[src/rtl/benes_cfg_loader.sv]
// Double-banked switch-setting loader and ingress register for a pipelined Benes network.
// Optional host-error checking (cfg_err port, written-mask) is enabled by defining BENES_CFG_CHECK_EN.
module benes_cfg_loader #(
  parameter  int SIZE       = 8,
  parameter  int DATA_WIDTH = 4,
  parameter  int STAGE_LAT  = 2,
  localparam int LAYER_NUM  = $clog2(SIZE),
  localparam int STAGE_NUM  = 2*LAYER_NUM-1,
  localparam int SWITCH_NUM = SIZE/2,
  localparam int PIPE_LEN   = STAGE_NUM*STAGE_LAT,
  localparam int STG_W      = $clog2(STAGE_NUM)
) (
  input  logic                  clk,
  input  logic                  rst_n,
  input  logic                  cfg_valid,
  output logic                  cfg_ready,
  input  logic [STG_W-1:0]      cfg_stage,
  input  logic [SWITCH_NUM-1:0] cfg_bits,
  input  logic                  cfg_last,
  input  logic                  in_valid,
  input  logic [DATA_WIDTH-1:0] in_port    [0:SIZE-1],
  output logic [DATA_WIDTH-1:0] net_port   [0:SIZE-1],
  output logic                  net_valid,
  output logic [SWITCH_NUM-1:0] switch_set [0:STAGE_NUM-1],
  output logic                  out_valid,
  output logic                  active_bank
`ifdef BENES_CFG_CHECK_EN
  ,
  output logic                  cfg_err
`endif
);

  localparam logic [STG_W:0] StageLimit = (STG_W+1)'(STAGE_NUM);

  logic [SWITCH_NUM-1:0] bank_q [0:1][0:STAGE_NUM-1];
  logic                  activeBank_q, activeBank_d;
  logic                  shadowBank;
  logic [PIPE_LEN-1:0]   tagValid_q, tagValid_d;
  logic [PIPE_LEN-1:0]   tagBank_q, tagBank_d;
  logic [DATA_WIDTH-1:0] netPort_q [0:SIZE-1];
  logic                  netValid_q, netValid_d;
  logic                  outValid_q, outValid_d;
  logic                  stageOk, cfgAccept, cfgWrite, cfgCommit;

  assign shadowBank = ~activeBank_q;
  assign stageOk    = ({1'b0, cfg_stage} < StageLimit);
  assign cfgAccept  = cfg_valid && cfg_ready;
  assign cfgWrite   = cfgAccept && stageOk;
  assign cfgCommit  = cfgAccept && cfg_last;

  // The shadow bank stays locked while any in-flight vector was launched against it.
  assign cfg_ready = ~|(tagValid_q & (tagBank_q ^ {PIPE_LEN{activeBank_q}}));

  always_comb begin
    activeBank_d = cfgCommit ? shadowBank : activeBank_q;
    tagValid_d   = {tagValid_q[PIPE_LEN-2:0], in_valid};
    tagBank_d    = {tagBank_q[PIPE_LEN-2:0], activeBank_q};
    netValid_d   = in_valid;
    outValid_d   = tagValid_q[PIPE_LEN-1];
  end

  always_ff @(posedge clk or negedge rst_n) begin
    if (!rst_n) begin
      for (int b = 0; b < 2; b++) begin
        for (int s = 0; s < STAGE_NUM; s++) begin
          bank_q[b][s] <= '0;
        end
      end
    end else if (cfgWrite) begin
      bank_q[shadowBank][cfg_stage] <= cfg_bits;
    end
  end

  always_ff @(posedge clk or negedge rst_n) begin
    if (!rst_n) begin
      activeBank_q <= 1'b0;
      tagValid_q   <= '0;
      tagBank_q    <= '0;
      netValid_q   <= 1'b0;
      outValid_q   <= 1'b0;
      for (int i = 0; i < SIZE; i++) begin
        netPort_q[i] <= '0;
      end
    end else begin
      activeBank_q <= activeBank_d;
      tagValid_q   <= tagValid_d;
      tagBank_q    <= tagBank_d;
      netValid_q   <= netValid_d;
      outValid_q   <= outValid_d;
      if (in_valid) begin
        for (int i = 0; i < SIZE; i++) begin
          netPort_q[i] <= in_port[i];
        end
      end
    end
  end

  // Each stage follows the bank recorded with the vector currently at its input.
  always_comb begin
    for (int k = 0; k < STAGE_NUM; k++) begin
      switch_set[k] = bank_q[tagBank_q[k*STAGE_LAT]][k];
    end
  end

  assign net_port    = netPort_q;
  assign net_valid   = netValid_q;
  assign out_valid   = outValid_q;
  assign active_bank = activeBank_q;

`ifdef BENES_CFG_CHECK_EN
  logic [STAGE_NUM-1:0] writtenMask_q, writtenMask_d, stageHit;
  logic                 cfgErr_q, cfgErr_d;

  // A commit counts its own word as written before judging completeness.
  always_comb begin
    stageHit = '0;
    if (cfgWrite) begin
      stageHit[cfg_stage] = 1'b1;
    end
    writtenMask_d = cfgCommit ? '0 : (writtenMask_q | stageHit);
    cfgErr_d      = cfgErr_q;
    if (cfgAccept && !stageOk) begin
      cfgErr_d = 1'b1;
    end
    if (cfgCommit && !(&(writtenMask_q | stageHit))) begin
      cfgErr_d = 1'b1;
    end
  end

  always_ff @(posedge clk or negedge rst_n) begin
    if (!rst_n) begin
      writtenMask_q <= '0;
      cfgErr_q      <= 1'b0;
    end else begin
      writtenMask_q <= writtenMask_d;
      cfgErr_q      <= cfgErr_d;
    end
  end

  assign cfg_err = cfgErr_q;
`endif

endmodule

[config.mk]
export PLATFORM = sky130hd
export DESIGN_NAME = benes_cfg_loader
export DESIGN_NICKNAME = d
export VERILOG_FILES = /design/src/rtl/benes_cfg_loader.sv
export SDC_FILE = /design/constraint.sdc
export NUM_CORES = 1
export LEC_CHECK = 0
export ABC_AREA = 0
export ABC_CLOCK_PERIOD_IN_PS = 5700
export CAP_MARGIN = 10
export CORE_ASPECT_RATIO = 0.8
export CORE_UTILIZATION = 40
export CTS_BUF_LIST = sky130_fd_sc_hd__clkbuf_2 sky130_fd_sc_hd__clkbuf_4 sky130_fd_sc_hd__clkbuf_8
export DETAILED_ROUTE_END_ITERATION = 12
export HOLD_SLACK_MARGIN = 0.05
export PLACE_DENSITY = 0.78
export REMOVE_ABC_BUFFERS = 1
export SLEW_MARGIN = 20
export SYNTH_ARGS = -nofsm -noshare
export SYNTH_HDL_FRONTEND = slang
export SYNTH_SLANG_ARGS = --single-unit
[constraint.sdc]
create_clock -name clk -period 5.7 [get_ports clk]
set_clock_uncertainty 0.2 [all_clocks]
set_input_delay 1.14 -clock clk [delete_from_list [all_inputs] [get_ports clk]]
set_output_delay 1.14 -clock clk [all_outputs]
set_load 0.01 [all_outputs]
### Word-level counts from Yosys, hierarchy flattened

Index checks and enable logic that the tools add are counted.

* input port bits: 44
* register bits: 95
* output and inout bits: 56

* bitwise logic cells: 10
* reduce and logical (&&, ||, !) cells: 7
* $lt $le $gt $ge: 10
* mux-type cells: 20

Operators by type and width (number)
* 2-to-1 mux 20 bit: 4
* 2-to-1 mux 16 bit: 3
* bitwise mux 40 bit: 1
* 2-to-1 mux 12 bit: 3
* 2-to-1 mux 8 bit: 3
* demux 20 bit (select 1 bit): 1
* 2-to-1 mux 4 bit: 4
* demux 4 bit (select 3 bit): 1
* >= comparator 2 bit (second input constant): 6
* inverter 1 -> 2 bit: 6
* AND 10 bit: 1
* OR reduction 10 bit: 1
* bitwise XOR 10 bit: 1
* logical AND 1 bit: 5
* >= comparator 4 bit (second input constant): 1
* < comparator 4 x 1 -> 1 bit (second input constant): 1
* inverter 3 -> 4 bit: 1
* < comparator 3 bit (second input constant): 1
* < comparator 2 x 1 -> 1 bit (second input constant): 1
* zero test 1 bit: 1
* inverter 1 bit: 1

### Logic depth before layout (Yosys ltp)

Gate-level depths: netlist (run 1).

* depth in word-level cells: 8
* gate-level depth with buffers: 6

### Worst setup path after synthesis (run 1)

Ideal clock, no wire load.

* kind: input-to-reg
* start point: input port cfg_valid
* end point: register bank_q[16] (netlist name)
* library setup time: 0.125 ns
* path slack: 2.955 ns
* buffers on the path: 1
* data required time: 5.375 ns
* arrival time: 2.419 ns
* cell stages on the path: 6
* path through: inv_1 > nor4b_2 > nand2b_1 > or4_1 > buf_2 > mux2_4

* word-level cells in the longest chain between the ends: 2

Ends and longest elaborated chain
* from (decl): line 15 `input logic cfg_valid,`
* logical AND 1 bit: line 47 `assign cfgAccept = cfg_valid && cfg_ready;`
* logical AND 1 bit: line 48 `assign cfgWrite = cfgAccept && stageOk;`
* to (signal, indexed assignment): line 70 `bank_q[shadowBank][cfg_stage] <= cfg_bits;`
* to (decl): line 35 `logic [SWITCH_NUM-1:0] bank_q [0:1][0:STAGE_NUM-1];`

Every way passes these cells.
A chain may end at the register's enable or synchronous reset.

### Worst setup path after layout (run 1)

* start point: register tagBank_q[6]
* end point: output port cfg_ready

* word-level cells in the longest chain between the ends: 4

Ends and longest elaborated chain
* from (decl): line 39 `logic [PIPE_LEN-1:0] tagBank_q, tagBank_d;`
* from (signal assigned): line 87 `tagBank_q <= tagBank_d;`
* bitwise XOR 10 bit: line 52 `assign cfg_ready = ~|(tagValid_q & (tagBank_q ^ {PIPE_LEN{activeBank_q}}));`
* AND 10 bit: line 52
* OR reduction 10 bit: line 52
* zero test 1 bit: line 52
* to (decl): line 16 `output logic cfg_ready,`

Every way passes these cells.

==> results of run 1 <==
==> stage by stage <==
| stage | hold slack [ns] | cells | util [%] | cell area (um2) |
|---|---|---|---|---|
| 3_3_place_gp | 0.1793 | 450 | 53.70 | 4916 |
| 5_1_grt | 0.2257 | 466 | 56.38 | 5161 |
| 4_1_cts | 0.2047 | 466 | 56.38 | 5161 |
| 2_1_floorplan | 0.1661 | 234 | - | 3769 |
| 6_report | 0.2047 | 466 | 56.38 | 5161 |
| 3_5_place_dp | 0.1814 | 450 | 53.70 | 4916 |
==> path summary, 6_finish.rpt <==
check                      slack, ns                        to  cells past startpoint                   start
max                             2.11                 cfg_ready                      5  tagBank_q[6]$_DFF_PN0_
min                             0.20    tagBank_q[4]$_DFF_PN0_                      0  tagBank_q[3]$_DFF_PN0_
max reg2reg                     3.19     bank_q[6]$_DFFE_PN0P_                      5  tagBank_q[4]$_DFF_PN0_
min reg2reg                     0.20    tagBank_q[4]$_DFF_PN0_                      0  tagBank_q[3]$_DFF_PN0_
max in group asynchronous       3.70   tagValid_q[1]$_DFF_PN0_                      2                   rst_n
min in group asynchronous       0.53  net_port[26]$_DFFE_PN0P_                      1                   rst_n
==> placed cells by master, fill, tap and decap left out, types with 2 or more instances in the layout <==
cell	count
clkdlybuf4s50_1	98
dfrtp_1	94
mux2_2	88
nand2b_1	10
clkbuf_8	9
nand2_1	5
a21oi_1	4
mux2_4	4
inv_1	3
nor4b_2	3
nor4_2	3
bufinv_16	3
buf_4	3
a22o_1	2
a22oi_1	2
nand3_1	2
or4b_4	2
clkinv_4	2
==> layout make-up <==
| cell class | instances | area, um2 | share of cell area (%) |
|---|---|---|---|
| timing repair buffer | 101 | 1003 | 19.44 |
| multi-input combinational | 137 | 1405 | 27.22 |
| sequential | 94 | 2352 | 45.58 |
| tap | 115 | 143.9 | 2.788 |
| clock buffer | 9 | 123.9 | 2.400 |
| inverter | 3 | 11.26 | 0.2182 |
| clock inverter | 7 | 121.4 | 2.352 |
==> flip-flops by register name, indices dropped and copies added (netlist names) <==
signal,cells
active_bank,1
bank_q,40
net_port,32
out_valid,1
tagBank_q,10
tagValid_q,10
==> routing by layer <==
metal | track usage, % | routed length (um) | vias to the layer above
met2 | 29.50 | 3947 | 58
met3 | 4.542 | 348 | 7
met4 | 7.371 | 97 | 0
met5 | 0 | 0 | -
li1 | - | - | 1091
met1 | 22.97 | 3690 | 1218
==> power by group <==
part	switching [mW]	total, mW	internal [mW]
logic	0.220	0.583	0.363
clock network	0.231	0.524	0.293
registers	0.120	0.934	0.814
==> cells by family (layout without fill, tap and decap cells) <==
| group | after synthesis | in the layout | share of synthesized area, % |
|---|---|---|---|
| simple gates | 31 | 31 | 6.369 |
| flops | 94 | 94 | 61.72 |
| mux | 92 | 92 | 27.58 |
| buf+inv | 14 | 120 | 1.412 |
| compound gates | 14 | 14 | 2.922 |
==> worst register-to-register path, stage by stage, from the launching register on <==
cell and delay [ns]:
dfrtp_1 0.50, a22o_1 0.28, nor4b_2 0.39, nand2_1 0.17, nor4b_2 0.45, mux2_2 0.39
==> impl_metrics.env, run 1 <==
export IMPL_clkTransAtPathRegs_ns=0.09
export IMPL_seq_area_frac_synth_pct=61.72
export IMPL_max_freq_mhz=278.7
export IMPL_ys_seq_elements=94
export IMPL_leakage_nw=2.249
export IMPL_synth_most_common_cell="dfrtp_1"
export IMPL_setup_viol=0
export IMPL_slew_headroom_pct=54.38
export IMPL_status="complete, but fails checks"
export IMPL_cts_setup_buffers=0
export IMPL_numCtsBuffers=9
export IMPL_ys_types=28
export IMPL_crit_type="reg -> out"
export IMPL_place_ws_ns=2.146
export IMPL_worst_skew_pair_late_latency_ns=0.36
export IMPL_dr_pass1_iters=8
export IMPL_clock_sinks=94
export IMPL_fin_crit_sh_pct=62.96
export IMPL_endpoint_kind="output port"
export IMPL_cp_cell_sequence="nand2b_1 -> o2111ai_2 -> o21a_4 -> a21oi_1 -> clkdlybuf4s50_1"
export IMPL_cpPeakStageDelay_ns=0.56
export IMPL_wl_per_cell_um=17.35
export IMPL_start_kind="register"
export IMPL_wl_um=8084
export IMPL_antenna_found_initial=0
export IMPL_drc=9
export IMPL_worstMarginPinSlew_ns=0.6843
export IMPL_fill_cells=762
export IMPL_ctsResizeCount=0
export IMPL_syn2layout_area_growth_pct=35.42
export IMPL_cts_tree="done"
export IMPL_setup_slack_ns=2.111
export IMPL_clock_path_buffers=2
export IMPL_synth_area_mm2=0.003811
export IMPL_hpwlAfterDp_um=5852
export IMPL_postRouteAntennaNets=0
export IMPL_yosys_warnings=0
export IMPL_cp_max_fo=9
export IMPL_power_mw=2.041
export IMPL_cts_root_buf="clkbuf_8"
export IMPL_cts_htree_levels=3
export IMPL_placementRows=31
export IMPL_first_iter_violations=60
export IMPL_cp_required_ns=4.36
export IMPL_finalCriticalPeriod_ns=3.589
export IMPL_diodes=0
export IMPL_core_area_mm2=0.009154
export IMPL_gr_total_overflow=0
export IMPL_grt_use_total_pct=17.87
export IMPL_ctsHoldBuffers=0
export IMPL_grt_max_degree=58
export IMPL_finalHoldViolCount=0
export IMPL_async_flop_share_pct=100.0
export IMPL_grt_first_pass_wirelength_um=13220
export IMPL_rsz0062_at_grt="no"
export IMPL_drv_cap=0
export IMPL_maxSlewViolCount=0
export IMPL_cpMaxStageDelayCell="clkdlybuf4s50_1"
export IMPL_arrival_ns=2.25
export IMPL_powerDensity_mw_per_mm2=395.4
export IMPL_grt_pass1_vias=2516
export IMPL_portBuffers=99
export IMPL_synth_area_top_cells="dfrtp_1 (62%), mux2_2 (26%), nand2b_1 (1.6%)"
export IMPL_synth_top_area_share_pct=61.72
export IMPL_dieHeight_um=89.31
export IMPL_path_buf_inv=1
export IMPL_initial_core_util_pct=41.63
export IMPL_gp_congestion=0.7931
export IMPL_synth_ff_type="dfrtp_1"
export IMPL_die_w_um=111.1
export IMPL_drive_gt1_share_pct=34.47
export IMPL_violations="design-rule violations"
export IMPL_cp_top_family="compound AO/OA/AOI/OAI gates"
export IMPL_hp_class="reg -> reg"
export IMPL_synth_top_area_cell="dfrtp_1"
export IMPL_vdd_ir_drop_max_mv=0.2997
export IMPL_syn_avg_cell_area_um2=15.56
export IMPL_synth_commonest_cells="dfrtp_1 (94), mux2_2 (88), nand2b_1 (10), buf_1 (7), nand2_1 (5)"
export IMPL_viasPerCell=5.094
export IMPL_syn_inst=245
export IMPL_route_vias_total=2374
export IMPL_ios=100
export IMPL_tns_ns=0
export IMPL_synth_edff_count=0
export IMPL_nNetsFinal=390
export IMPL_dieArea_mm2=0.009924
Power figures use the tool's default switching activity.
==> run 2: changes to the inputs <==
ABC_CLOCK_PERIOD_IN_PS = 3400   (was 5700)
clock period = 3.4 ns   (was 5.7 ns; I/O delays follow)
==> impl_metrics.env, run 2 (synthesis gave the netlist of run 1 again) <==
export IMPL_clock_sinks=94
export IMPL_worstMarginPinSlew_ns=0.5681
export IMPL_endpoint_kind="output port"
export IMPL_placementRows=31
export IMPL_portBuffers=99
export IMPL_hp_class="in -> async"
export IMPL_cts_setup_buffers=0
export IMPL_maxSlewViolCount=0
export IMPL_setup_viol=0
export IMPL_initial_core_util_pct=41.63
export IMPL_finalHoldViolCount=0
export IMPL_leakage_nw=2.239
export IMPL_ff2ff_path_depth=5
export IMPL_tns_ns=0
export IMPL_hpwlAfterDp_um=6013
export IMPL_gr_total_overflow=0
export IMPL_largest_register="bank_q"
export IMPL_diodes=0
export IMPL_final_cell_mix="clkdlybuf4s50_1 (98), dfrtp_1 (94), mux2_2 (88), nand2b_1 (10), clkbuf_8 (10)"
export IMPL_slew_headroom_pct=61.81
export IMPL_cp_top_family="compound AO/OA/AOI/OAI gates"
export IMPL_largest_reg_flops=40
export IMPL_cp_max_fo=9
export IMPL_numCtsBuffers=9
export IMPL_crit_reg2reg_capture="bank_q[19]$_DFFE_PN0P_"
export IMPL_max_freq_mhz=319.6
export IMPL_vdd_ir_drop_max_mv=0.3194
export IMPL_cts_tree="done"
export IMPL_finalCriticalPeriod_ns=3.129
export IMPL_cpMaxStageDelayCell="dfrtp_1"
export IMPL_route_vias_total=2352
export IMPL_worst_skew_pair_late_latency_ns=0.36
export IMPL_postRouteAntennaNets=0
export IMPL_drv_cap=0
export IMPL_grt_first_pass_wirelength_um=13140
export IMPL_wl_um=8245
export IMPL_cp_cell_sequence="nand2b_1 -> o2111ai_2 -> o21a_4 -> a21oi_1 -> clkdlybuf4s50_1"
export IMPL_drc=8
export IMPL_dpl_instance_area_mm2=0.004931
export IMPL_syn2layout_area_growth_pct=34.57
export IMPL_start_kind="register"
export IMPL_cts_root_buf="clkbuf_8"
export IMPL_fin_crit_sh_pct=92.04
export IMPL_ctsHoldBuffers=0
export IMPL_final_design_area_no_fill_mm2=0.005129
export IMPL_crit_type="reg -> out"
export IMPL_ios=100
export IMPL_cts_htree_levels=3
export IMPL_powerDensity_mw_per_mm2=641.8
export IMPL_r2r_slack_ns=0.91
export IMPL_core_area_mm2=0.009154
export IMPL_clkTransAtPathRegs_ns=0.09
export IMPL_grt_use_total_pct=18.02
export IMPL_path_buf_inv=1
export IMPL_arrival_ns=2.25
export IMPL_drive_gt1_share_pct=34.66
export IMPL_cpPeakStageDelay_ns=0.55
export IMPL_first_iter_violations=55
export IMPL_dieArea_mm2=0.009924
export IMPL_final_common_cell="clkdlybuf4s50_1"
export IMPL_clock_path_buffers=2
export IMPL_viasPerCell=5.036
export IMPL_grt_pass1_vias=2498
export IMPL_grt_max_degree=47
export IMPL_r2r_start="tagBank_q[4]$_DFF_PN0_"
export IMPL_status="complete, but fails checks"
export IMPL_wl_per_cell_um=17.66
export IMPL_dieHeight_um=89.31
export IMPL_ctsResizeCount=0
export IMPL_dr_pass1_iters=8
export IMPL_die_w_um=111.1
export IMPL_antenna_found_initial=0
export IMPL_violations="design-rule violations"
export IMPL_cp_required_ns=2.52
export IMPL_gp_congestion=0.7901
export IMPL_nNetsFinal=392
export IMPL_rsz0062_at_grt="no"
[run 2: changes by cell type in the layout (fill, tap and decap cells not counted)]
cell / delta
clkinv_4: -2
bufinv_16: -2
clkinv_2: -1
buf_4: +2
inv_6: -1
clkbuf_8: +1
clkbuf_4: +4
[run 2: final cells by class]
class	instances	area (um2)
Fill cell	762	4025
Sequential cell	94	2352
Multi-Input combinational cell	137	1405
Timing Repair Buffer	103	1018
Clock buffer	14	167.7
Tap cell	115	143.9
Clock inverter	1	30.03
Inverter	3	11.26
[run 2: through the flow]
| step | total power, mW | setup slack (ns) | hold WS (ns) | utilization, % | cells |
|---|---|---|---|---|---|
| 3_3_place_gp | 2.538 | 0.3604 | 0.1804 | 53.87 | 452 |
| 3_5_place_dp | 2.576 | 0.3253 | 0.1798 | 53.87 | 452 |
| 2_1_floorplan | 2.050 | 1.098 | 0.1661 | - | 234 |
| 4_1_cts | 3.329 | 0.2477 | 0.1182 | 56.03 | 467 |
| 5_1_grt | 3.459 | 0.1763 | 0.1424 | 56.03 | 467 |
| 6_report | 3.291 | 0.2707 | 0.1158 | 56.03 | 467 |
[run 2: per-layer routing]
metal | vias up | share of wire (%) | routed length (um) | global-route usage [%]
li1 | 1091 | - | - | -
met1 | 1201 | 45 | 3710 | 23.11
met2 | 54 | 50 | 4097 | 29.85
met3 | 6 | 4.0 | 327 | 5.220
met4 | 0 | 1.3 | 110 | 6.265
met5 | - | 0 | 0 | 0
[run 2: report_power, final]
part           total, mW  internal [mW]  switching (mW)  leakage, nW
sequential          1.57           1.36           0.207         1.18
combinational      0.978          0.610           0.368        0.958
clock              0.742          0.390           0.352        0.104
total               3.29           2.36           0.927         2.24
[run 2: worst max-delay path by stage]
| stage | from | slack, ns | cells past startpoint | endpoint |
|---|---|---|---|---|
| after floorplan | cfg_valid | 1.10 | 5 | bank_q[16]$_DFFE_PN0P_ |
| after global placement | cfg_valid | 0.36 | 6 | bank_q[7]$_DFFE_PN0P_ |
| after detailed placement | cfg_valid | 0.33 | 6 | bank_q[6]$_DFFE_PN0P_ |
| after CTS | tagBank_q[6]$_DFF_PN0_ | 0.25 | 5 | cfg_ready |
| after global routing | tagBank_q[6]$_DFF_PN0_ | 0.18 | 5 | cfg_ready |
| final | tagBank_q[6]$_DFF_PN0_ | 0.27 | 5 | cfg_ready |
==> run 3: changes to the inputs <==
CTS_CLUSTER_SIZE = 14   (was default)
PLACE_DENSITY = 0.68   (was 0.78)
==> impl_metrics.env, run 3 (synthesis gave the netlist of run 1 again) <==
export IMPL_combPwrFrac_pct=29.6
export IMPL_grt_first_pass_wirelength_um=13210
export IMPL_ctsResizeCount=0
export IMPL_tns_ns=0
export IMPL_final_common_cell="clkdlybuf4s50_1"
export IMPL_postRouteAntennaNets=0
export IMPL_ios=100
export IMPL_ctsHoldBuffers=0
export IMPL_internal_power_mw=2.331
export IMPL_final_util_pct=55.99
export IMPL_grt_use_total_pct=18.06
export IMPL_power_frac_clock_pct=22.6
export IMPL_worst_skew_pair_late_latency_ns=0.37
export IMPL_clock_sinks=94
export IMPL_r2r_start="tagBank_q[8]$_DFF_PN0_"
export IMPL_finalHoldViolCount=0
export IMPL_sw_frac_of_total_pct=28.70
export IMPL_layout_cells_non_filler=465
export IMPL_largest_reg_flops=40
export IMPL_hp_class="in -> async"
export IMPL_diodes=0
export IMPL_start_kind="register"
export IMPL_vdd_ir_drop_max_mv=0.2349
export IMPL_cp_required_ns=2.52
export IMPL_slew_headroom_pct=55.91
export IMPL_powerDensity_mw_per_mm2=637.8
export IMPL_wl_per_cell_um=17.09
export IMPL_seqPwrFrac_pct=47.9
export IMPL_maxSlewViolCount=0
export IMPL_viasPerCell=5.034
export IMPL_largest_register="bank_q"
export IMPL_r2r_slack_ns=0.94
export IMPL_setup_viol=0
export IMPL_clock_path_buffers=2
export IMPL_finalCriticalPeriod_ns=3.103
export IMPL_crit_reg2reg_capture="bank_q[4]$_DFFE_PN0P_"
export IMPL_dieHeight_um=89.31
export IMPL_hpwlAfterDp_um=5730
export IMPL_nNetsFinal=390
export IMPL_violations="design-rule violations"
export IMPL_arrival_ns=2.22
export IMPL_max_freq_mhz=322.2
export IMPL_grt_pass1_vias=2444
export IMPL_dieArea_mm2=0.009924
export IMPL_cts_tree="done"
export IMPL_die_w_um=111.1
export IMPL_drc=8
export IMPL_status="complete, but fails checks"
export IMPL_placed_cells=450
export IMPL_core_area_mm2=0.009154
export IMPL_route_vias_total=2341
export IMPL_dr_pass1_iters=9
export IMPL_ff2ff_path_depth=5
export IMPL_leakage_nw=2.225
export IMPL_numCtsBuffers=9
export IMPL_cts_setup_buffers=0
export IMPL_crit_type="reg -> out"
export IMPL_cts_root_buf="clkbuf_8"
export IMPL_grt_max_degree=53
export IMPL_final_cell_mix="clkdlybuf4s50_1 (98), dfrtp_1 (94), mux2_2 (88), nand2b_1 (10), clkbuf_8 (10)"
export IMPL_worstMarginPinSlew_ns=0.6614
export IMPL_endpoint_kind="output port"
export IMPL_portBuffers=99
export IMPL_p_switching_mw=0.9381
export IMPL_initial_core_util_pct=41.63
export IMPL_syn2layout_area_growth_pct=34.47
export IMPL_cp_max_fo=9
export IMPL_first_iter_violations=78
export IMPL_clkTransAtPathRegs_ns=0.08
export IMPL_antenna_found_initial=0
export IMPL_gp_congestion=0.7468
export IMPL_cts_htree_levels=3
export IMPL_drv_cap=0
export IMPL_gr_total_overflow=0
export IMPL_wl_um=7949
export IMPL_fin_crit_sh_pct=91.27
export IMPL_rsz0062_at_grt="no"
export IMPL_placementRows=31
export IMPL_drive_gt1_share_pct=34.29
run 3: layout make-up:
class	instances	area, um2
multi-input cells	137	1405
repair buffers	101	1016
clock inverters	5	58.81
clock buffers	10	137.6
inverters	3	11.26
well taps	115	143.9
flip-flops and latches	94	2352
fillers	784	4029
run 3: how the worst max path moves through the flow:
| stage | cells after the start | from | end |
|---|---|---|---|
| after CTS | 5 | tagBank_q[6]$_DFF_PN0_ | cfg_ready |
| final | 5 | tagBank_q[6]$_DFF_PN0_ | cfg_ready |
| after global placement | 6 | cfg_valid | bank_q[5]$_DFFE_PN0P_ |
| after detailed placement | 6 | cfg_valid | bank_q[4]$_DFFE_PN0P_ |
| after global routing | 5 | tagBank_q[6]$_DFF_PN0_ | cfg_ready |
| after floorplan | 5 | cfg_valid | bank_q[16]$_DFFE_PN0P_ |
run 3: per-layer routing:
layer	GRT usage [%]	part of all wire (%)	vias to the layer above
met5	0	0	-
met4	9.214	2.9	0
met3	4.814	3.6	20
met2	28.42	48	45
met1	23.56	45	1189
li1	-	-	1087
run 3: power groups by stage:
stage / Combinational [mW] / Clock [mW] / Sequential (mW)
detailed placement: 0.972 / 0 / 1.59
floorplan: 0.515 / 0 / 1.53
global route: 1.04 / 0.816 / 1.61
CTS: 0.979 / 0.767 / 1.57
global placement: 0.959 / 0 / 1.58
finish: 0.967 / 0.737 / 1.56
run 3: worst max-delay path, stage by stage, from the launching register on:
cell and delay (ns):
dfrtp_1 0.55, nand2b_1 0.17, o2111ai_2 0.16, o21a_4 0.28
a21oi_1 0.15, clkdlybuf4s50_1 0.56
run 3: stage by stage:
| stage | hold WS (ns) | area, um2 | total power [mW] | setup WS [ns] |
|---|---|---|---|---|
| after global routing | 0.1726 | 5125 | 3.468 | 0.1432 |
| after detailed placement | 0.1887 | 4928 | 2.564 | 0.3543 |
| after CTS | 0.1641 | 5125 | 3.316 | 0.2389 |
| after global placement | 0.1775 | 4928 | 2.543 | 0.3896 |
| final | 0.1409 | 5125 | 3.269 | 0.2968 |
| after floorplan | 0.1661 | 3769 | 2.050 | 1.098 |
